**src/rtl/exm_pkg.sv**
```systemverilog
// Shared definitions for the execute/memory stage divider: state encoding,
// width-dependent constants and the default forwarded tag width.
package exm_pkg;

  // Tag forwarded alongside a divide, e.g. {gr_we, dest}.
  localparam int FORWARD_TAG_W = 6;

  // Widest operand the constant helpers below can describe.
  localparam int MAX_WIDTH = 64;

  // Divider state encoding, kept as plain constants for older tools.
  typedef logic [1:0] div_state_t;
  localparam div_state_t DIV_IDLE = 2'd0;
  localparam div_state_t DIV_CALC = 2'd1;
  localparam div_state_t DIV_DONE = 2'd2;

  // Quotient returned for a divide by zero: all ones in the low 'width' bits.
  function automatic logic [MAX_WIDTH-1:0] div_zero_q(input int width);
    logic [MAX_WIDTH-1:0] val;
    val = '0;
    for (int i = 0; i < MAX_WIDTH; i++) begin
      if (i < width) val[i] = 1'b1;
    end
    return val;
  endfunction

  // Most negative two's-complement value of 'width' bits.
  function automatic logic [MAX_WIDTH-1:0] signed_min(input int width);
    logic [MAX_WIDTH-1:0] val;
    val = '0;
    for (int i = 0; i < MAX_WIDTH; i++) begin
      if (i == width - 1) val[i] = 1'b1;
    end
    return val;
  endfunction

endpackage

```
**src/rtl/exm_div_step.sv**
```systemverilog
// One restoring division iteration: shift the next dividend bit into the
// partial remainder and subtract the divisor when it fits.
module div_step #(
  parameter int WIDTH = 32
) (
  input  logic [WIDTH:0]   rem_in,
  input  logic             dvd_bit,
  input  logic [WIDTH-1:0] divisor,
  output logic [WIDTH:0]   rem_out,
  output logic             q_bit
);

  logic [WIDTH+1:0] shifted;
  logic [WIDTH+1:0] diff;

  // A trial subtraction without borrow means the divisor fits; the incoming
  // remainder is always below the divisor, so the kept result fits WIDTH+1 bits.
  always_comb begin
    shifted = {rem_in, dvd_bit};
    diff    = shifted - {2'b00, divisor};
    q_bit   = ~diff[WIDTH+1];
    rem_out = q_bit ? diff[WIDTH:0] : shifted[WIDTH:0];
  end

endmodule

```
**src/rtl/exm_div_unit.sv**
```systemverilog
// Multi-cycle radix-2^UNROLL restoring divider for the execute/memory stage,
// with valid/ready handshakes, a pass-through tag and mispredict flush.
module exm_div_unit
  import exm_pkg::*;
#(
  parameter int WIDTH  = 32,
  parameter int UNROLL = 1,
  parameter int TAG_W  = FORWARD_TAG_W
) (
  input  logic             clk,
  input  logic             resetn,
  input  logic             in_valid,
  output logic             in_ready,
  input  logic             is_unsigned,
  input  logic             use_mod,
  input  logic [WIDTH-1:0] dividend,
  input  logic [WIDTH-1:0] divisor,
  input  logic [TAG_W-1:0] in_tag,
  input  logic             flush,
  output logic             out_valid,
  input  logic             out_ready,
  output logic [WIDTH-1:0] result,
  output logic [TAG_W-1:0] out_tag,
  output logic             busy
);

  localparam int N     = WIDTH / UNROLL;
  localparam int CNT_W = $clog2(N + 1);

  localparam logic [MAX_WIDTH-1:0] ZERO_Q_FULL = div_zero_q(WIDTH);
  localparam logic [MAX_WIDTH-1:0] SMIN_FULL   = signed_min(WIDTH);
  localparam logic [WIDTH-1:0]     DIV_ZERO_Q  = ZERO_Q_FULL[WIDTH-1:0];
  localparam logic [WIDTH-1:0]     SIGNED_MIN  = SMIN_FULL[WIDTH-1:0];

  div_state_t       state;
  logic [CNT_W-1:0] count;
  logic [WIDTH:0]   rem_q;
  logic [WIDTH-1:0] dvd_q;
  logic [WIDTH-1:0] dsr_q;
  logic             q_neg;
  logic             r_neg;
  logic             mod_q;

  logic                    dvd_neg;
  logic                    dsr_neg;
  logic [WIDTH-1:0]        dvd_abs;
  logic [WIDTH-1:0]        dsr_abs;
  logic                    is_div_zero;
  logic                    is_ovf;
  logic [WIDTH-1:0]        special_res;
  logic [UNROLL:0][WIDTH:0] rem_chain;
  logic [UNROLL-1:0]       q_vec;
  logic [WIDTH-1:0]        dvd_next;
  logic [WIDTH-1:0]        quo_fin;
  logic [WIDTH-1:0]        rem_fin;
  logic [WIDTH-1:0]        calc_res;

  // Handshake outputs decode the registered state; flush only ever gates them.
  assign in_ready  = (state == DIV_IDLE) && !flush;
  assign out_valid = (state == DIV_DONE) && !flush;
  assign busy      = (state != DIV_IDLE);

  // Operand magnitudes and special-case detection on the incoming request.
  always_comb begin
    dvd_neg     = ~is_unsigned & dividend[WIDTH-1];
    dsr_neg     = ~is_unsigned & divisor[WIDTH-1];
    dvd_abs     = dvd_neg ? -dividend : dividend;
    dsr_abs     = dsr_neg ? -divisor : divisor;
    is_div_zero = (divisor == '0);
    is_ovf      = ~is_unsigned && (dividend == SIGNED_MIN) && (divisor == DIV_ZERO_Q);
    if (is_div_zero) special_res = use_mod ? dividend : DIV_ZERO_Q;
    else             special_res = use_mod ? '0 : dividend;
  end

  assign rem_chain[0] = rem_q;

  // UNROLL restoring steps chained in series, consuming dividend bits MSB first.
  for (genvar j = 0; j < UNROLL; j++) begin : g_step
    div_step #(.WIDTH(WIDTH)) u_step (
      .rem_in  (rem_chain[j]),
      .dvd_bit (dvd_q[WIDTH-1-j]),
      .divisor (dsr_q),
      .rem_out (rem_chain[j+1]),
      .q_bit   (q_vec[UNROLL-1-j])
    );
  end

  // Quotient bits enter at the bottom as dividend bits leave at the top;
  // sign fix-up is modulo 2^WIDTH.
  always_comb begin
    dvd_next = (dvd_q << UNROLL) | WIDTH'(q_vec);
    quo_fin  = q_neg ? -dvd_next : dvd_next;
    rem_fin  = r_neg ? -rem_chain[UNROLL][WIDTH-1:0] : rem_chain[UNROLL][WIDTH-1:0];
    calc_res = mod_q ? rem_fin : quo_fin;
  end

  // Control FSM and datapath registers; flush outranks every other transition.
  always_ff @(posedge clk or negedge resetn) begin
    if (!resetn) begin
      state   <= DIV_IDLE;
      count   <= '0;
      rem_q   <= '0;
      dvd_q   <= '0;
      dsr_q   <= '0;
      q_neg   <= 1'b0;
      r_neg   <= 1'b0;
      mod_q   <= 1'b0;
      result  <= '0;
      out_tag <= '0;
    end else if (flush) begin
      state <= DIV_IDLE;
      count <= '0;
    end else begin
      case (state)
        DIV_IDLE: begin
          if (in_valid) begin
            out_tag <= in_tag;
            mod_q   <= use_mod;
            if (is_div_zero || is_ovf) begin
              result <= special_res;
              state  <= DIV_DONE;
            end else begin
              rem_q <= '0;
              dvd_q <= dvd_abs;
              dsr_q <= dsr_abs;
              q_neg <= dvd_neg ^ dsr_neg;
              r_neg <= dvd_neg;
              count <= CNT_W'(N);
              state <= DIV_CALC;
            end
          end
        end
        DIV_CALC: begin
          rem_q <= rem_chain[UNROLL];
          dvd_q <= dvd_next;
          count <= count - CNT_W'(1);
          if (count == CNT_W'(1)) begin
            result <= calc_res;
            state  <= DIV_DONE;
          end
        end
        DIV_DONE: begin
          if (out_ready) state <= DIV_IDLE;
        end
        default: state <= DIV_IDLE;
      endcase
    end
  end

endmodule

```
**config.mk**
```make
export PLATFORM = sky130hd
export DESIGN_NAME = exm_div_unit
export DESIGN_NICKNAME = d
export VERILOG_FILES = /design/src/rtl/exm_pkg.sv /design/src/rtl/exm_div_step.sv /design/src/rtl/exm_div_unit.sv
export SDC_FILE = /design/constraint.sdc
export NUM_CORES = 1
export LEC_CHECK = 0
export BUFFER_PORTS_ARGS = -buffer_cell sky130_fd_sc_hd__buf_2
export CAP_MARGIN = 20
export CELL_PAD_IN_SITES_DETAIL_PLACEMENT = 0
export CELL_PAD_IN_SITES_GLOBAL_PLACEMENT = 1
export CORE_ASPECT_RATIO = 1.4
export CORE_MARGIN = 1.5
export CORE_UTILIZATION = 49
export DETAILED_ROUTE_END_ITERATION = 8
export PLACE_DENSITY_LB_ADDON = 0.3
export SYNTH_ARGS = -nofsm -noshare
export SYNTH_HDL_FRONTEND = slang
export SYNTH_SLANG_ARGS = --single-unit
```
**constraint.sdc**
```tcl
create_clock -name clk -period 14.4 [get_ports clk]
set_clock_uncertainty 0.05 [all_clocks]
set_input_delay 2.16 -clock clk [delete_from_list [all_inputs] [get_ports clk]]
set_output_delay 2.16 -clock clk [all_outputs]
set_load 0.03 [all_outputs]
```
-- After elaboration in Yosys (flattened, before gate mapping)
Cells that the tools add are included.
- flip-flop bits (word level): 146
- bits of input ports: 77
- logic and storage cells: 83
- $add $sub $neg: 6
- equality and inequality tests: 13
- mux-type cells: 29
- bitwise logic cells: 8
- reductions and logical operators: 17
- operators with widths (operator ; count):
    $mux 32 ; 13
    $neg 32->32 ; 4
    $pmux 32 s2 ; 2
    $mux 33 ; 3
    $pmux 33 s2 ; 1
    $eq 32x32->1 const B ; 2
    $sub 34x32->34 ; 1
    $logic_not 32->1 ; 1
    $or 32x1->32 ; 1
    $mux 6 ; 3
    $ne 3x3->1 const B ; 4
    $pmux 6 s2 ; 1
    $mux 2 ; 5
    $reduce_and 3->1 ; 3
    $reduce_and 4->1 ; 2
    $eq 6x1->1 const B ; 1
    $ne 2x2->1 const B ; 3
    $pmux 2 s3 ; 1
    $sub 6x1->6 const B ; 1
    $reduce_and 5->1 ; 1
    $logic_and 1x1->1 ; 4
    $not 1->1 ; 4
    $reduce_bool 2->1 ; 2
    $reduce_bool 3->1 ; 1
    8 further kinds ; 9

-- Longest topological paths before layout
- depth after elaboration: 8
- depth in mapped cells: 23

-- Modules after synthesis
Synthesis repeated with hierarchy kept, for this count alone.
- cell total of the unflattened synthesis: 1495
- area total of the unflattened synthesis: 11885.1 um^2
- by module, submodules not included (module ; times used ; cells each ; area an instance (um^2) ; sequential area each (um^2)):
    exm_div_unit ; 1 ; 1167 ; 9714.3 ; 3653.5
    div_step ; 1 ; 328 ; 2170.8 ; 0.0

-- Worst setup path after synthesis
OpenSTA, ideal clock, no wires.
- kind: input to register
- start: input divisor[0]
- end: register result[14]
- arrival time: 5343 ps
- setup slack: 8864 ps
- stages: 13
- cells stage by stage: inv_1 ha_1 or3b_1 or4_1 or4b_1 nor4_2 a21oi_1 or3b_1 a211o_1 buf_2 buf_2 nand2_1 o221ai_1
- longest elaborated chain between the ends: 5
- elaborated cells between the ends (all ways): 10
- classes of those cells: eq/ne: 2; mux: 4; reduce/logical: 4
- ends and longest elaborated chain (what ; line ; source):
    start, declared ; exm_div_unit.sv:17 ; input logic [WIDTH-1:0] divisor,
    $logic_not 32->1 / $eq 32x32->1 (equally long branches) ; exm_div_unit.sv:69, exm_div_unit.sv:70 ;
    $mux 32 / $logic_and 1x1->1 (equally long branches) ; exm_div_unit.sv:71, exm_div_unit.sv:70 ;
    $mux 32 / $logic_or 1x1->1 (equally long branches) ; exm_div_unit.sv:119 ; if (is_div_zero || is_ovf) begin
    $mux 32 / $ne 2x1->1 (equally long branches) ; -- ;
    $pmux 32 s2 / $reduce_and 5->1 (equally long branches) ; -- ;
    end signal, assigned ; exm_div_unit.sv:120 ; result <= special_res;
    end signal, assigned ; exm_div_unit.sv:138 ; result <= calc_res;
    end, declared ; exm_div_unit.sv:22 ; output logic [WIDTH-1:0] result,
Parallel ways exist; a longest one is shown, timed or not. The select of a mux whose other input is x is not followed.
A chain may end at the register's enable or synchronous reset.

-- Worst setup path in the final report
- start: input divisor[0]
- end: register result[4]
The elaborated chain is that of the path after synthesis.

==> results.json <==
{
  "dieArea_um2": 25700,
  "diodes": 0,
  "cts_hold_buf": 0,
  "synth_ff_type": "dfrtp_1",
  "cts_setup_buffers": 0,
  "cpMaxStageDelayCell": "a21boi_2",
  "cp_common_cell": "or3b_1",
  "syn_area_um2": 12100,
  "drc_errors": 0,
  "rows": 67,
  "start_util_pct": 50.1,
  "area_delta_synth_final_pct": 11.2,
  "worst_slew_pin_slew_ns": 1.05,
  "grt_util_all_layers_pct": 32.0,
  "hpwl_um": 30500,
  "die_x_um": 136,
  "cp-startpoint": "divisor[0]",
  "grt-ovfl-total": 0,
  "cts.repair.resized": 0,
  "cp-end-kind": "flip-flop",
  "crit_chain": "buf_2 -> inv_1 -> ha_1 -> or3b_1 -> or4_1 -> or4b_1 -> nor4_2 -> a21oi_1 -> or3b_1 -> a21boi_2 -> nand2_1 -> a211oi_1 -> nor3_1",
  "clock_sinks": 146,
  "r2r_start": "dsr_q[1]",
  "postPlaceCellArea_um2": 12800,
  "rsz0062_at_grt": "false",
  "grt_start_max_net_pins": 98,
  "vias_per_cell": 6.19,
  "syn-num-nets": 1665,
  "max_clock_freq_mhz": 159,
  "cpPeakStageDelay_ns": 0.76,
  "grt_pass1_wl_um": 63300,
  "clk_pin_slew_ns": 0.07,
  "hold_violations": 0,
  "drtIter0Drc": 916,
  "synth-seq-cells": 146,
  "h-tree-depth": 4,
  "mostFrequentLayoutCells": "nand2_1 (178), a21oi_1 (156), o21ai_0 (154)",
  "ys_async_sr_fraction_pct": 100,
  "syn_inst": 1548,
  "final.setup.tns_ns": 0,
  "drive_above_1_share_pct": 12.6,
  "start_kind": "primary input",
  "path_max_fanout": 20,
  "drt-total-wl_um": 40000,
  "final_max_slew_viol_count": 0,
  "dr_total_vias": 11900,
  "grt_pass1_vias": 11500,
  "portBuffers": 117,
  "power_density_nw_per_um2": 136,
  "hold_path.class": "reg2reg",
  "hp-start": "out_tag[0]",
  "peakVddDrop_mv": 0.0902,
  "grt_antenna_before_repair": 0,
  "cts_tree": "built",
  "clock_latency_ns": 0.44,
  "outcome": "complete, no violations",
  "final_area_um2": 13500,
  "numCtsBuffers": 17,
  "final_common_cell": "nand2_1",
  "yosys_warnings": 0,
  "clk_path_buf_depth": 2,
  "core-area_um2": 24100,
  "cp_top_family": "simple AND/OR/NAND/NOR gates",
  "num-nets-final": 1725,
  "firstDrtPassIters": 6,
  "final_antenna_net_count": 0,
  "min_period_over_period_pct": 43.7,
  "maxCapViolCount": 0,
  "leakage_uw": 0.00577,
  "synth.distinct_cells": 79,
  "crit_buf_inv": 2,
  "cp.required_ns": 14.67,
  "nFillCells": 2339,
  "wire_per_inst_um": 20.7,
  "synth_edf_count": 0,
  "fin_crit_ns": 6.29,
  "crit_type": "in2reg",
  "yosysSeqAreaShare_pct": 30.2,
  "gp_congestion": 0.959,
  "root_buffer": "clkbuf_16",
  "setup_viol": 0,
  "maxSlewHeadroom_pct": 29.9,
  "r2r_slack_ns": 8.33,
  "arrival_ns": 6.56,
  "fp.dieH_um": 189,
  "synth.avg_cell_area_um2": 7.82,
  "boundaryPins": 118
}
-- worst paths after layout --
path,endpoint,cells after the start
worst min-delay path,out_tag[0],1
worst max-delay path,result[4],13
min in group asynchronous,out_tag[3],1
worst max register to register,result[26],18
worst min register to register,out_tag[0],1
max in group asynchronous,rem_q[3],2
-- synthesized netlist by cell type (all sizes together) (13+ instances only) --
cell	number	area (µm²)
a211oi	19	143
a21o	20	150
a21oi	157	797
and2	14	87.6
buf	22	108
clkbuf	67	251
dfrtp	146	3650
ha	39	488
inv	53	199
mux2	20	229
mux2i	28	280
nand2	179	672
nand2b	20	125
nand3	15	75.1
nand4	15	93.8
nor2	126	473
nor3	44	225
nor4	17	113
o21ai	169	846
o31ai	36	270
o41ai	13	121
or3	21	131
or4	17	128
xnor2	76	666
xor2	58	508
-- state kept, by name, summed over array words and instances (netlist names) --
signal / count
dvd_q: 32
result: 32
rem_q: 33
q_neg: 1
count: 6
r_neg: 1
dsr_q: 32
state: 2
mod_q: 1
out_tag: 6
-- where the power goes --
part	leakage [µW]	switching (µW)	total, µW	internal [µW]
logic	0.00362	484	739	255
clock network	0.000290	194	475	281
registers	0.00186	106	611	504
total	0.00577	784	1820	1040
-- stage by stage --
| stage | hold slack, ns | total power (µW) | cells | utilization [%] | worst slack [ns] |
|---|---|---|---|---|---|
| finish | 0.456 | 1820 | 1931 | 55.8 | 8.11 |
| global route | 0.471 | 1930 | 1931 | 55.8 | 7.83 |
| CTS | 0.453 | 1820 | 1931 | 55.8 | 8.17 |
| detailed placement | 0.433 | 1340 | 1899 | 53.2 | 7.75 |
| global placement | 0.429 | 1340 | 1899 | 53.2 | 7.88 |
| floorplan | 0.411 | 1100 | 1548 | - | 8.86 |
-- cell type report --
type                            instances  area [µm²]  area share, %
Clock buffer                           19         443           3.29
Inverter                               53         199           1.48
Clock inverter                         13         178           1.32
Timing Repair Buffer                  130         689           5.12
Multi-Input combinational cell       1260        7910           58.8
Sequential cell                       146        3650           27.1
Tap cell                              310         388           2.88
-- cell families (layout without fill, tap and decap cells) --
family / count (synthesis) / in the layout / share of synthesized area [%]
adders and majority gates: 42 / 42 / 4.36
DFF: 146 / 146 / 30.2
xor gates and xnor gates: 134 / 134 / 9.69
muxes: 48 / 48 / 4.21
and+or+nand+nor: 515 / 515 / 20.3
buffers and inverters: 142 / 215 / 4.61
AOI/OAI and AO/OA: 521 / 521 / 26.6
-- layer usage --
layer  routed length, µm  vias up  track usage (%)  share of wire (%)
met5                   0        -                0                  0
met4                2220        0             17.8                5.6
met1               16100     5723             39.2                 40
met3                2140       86             4.36                5.3
met2               19600      410             53.7                 49
li1                    -     5725                -                  -
No activity file was read; power rests on OpenSTA's default activity.
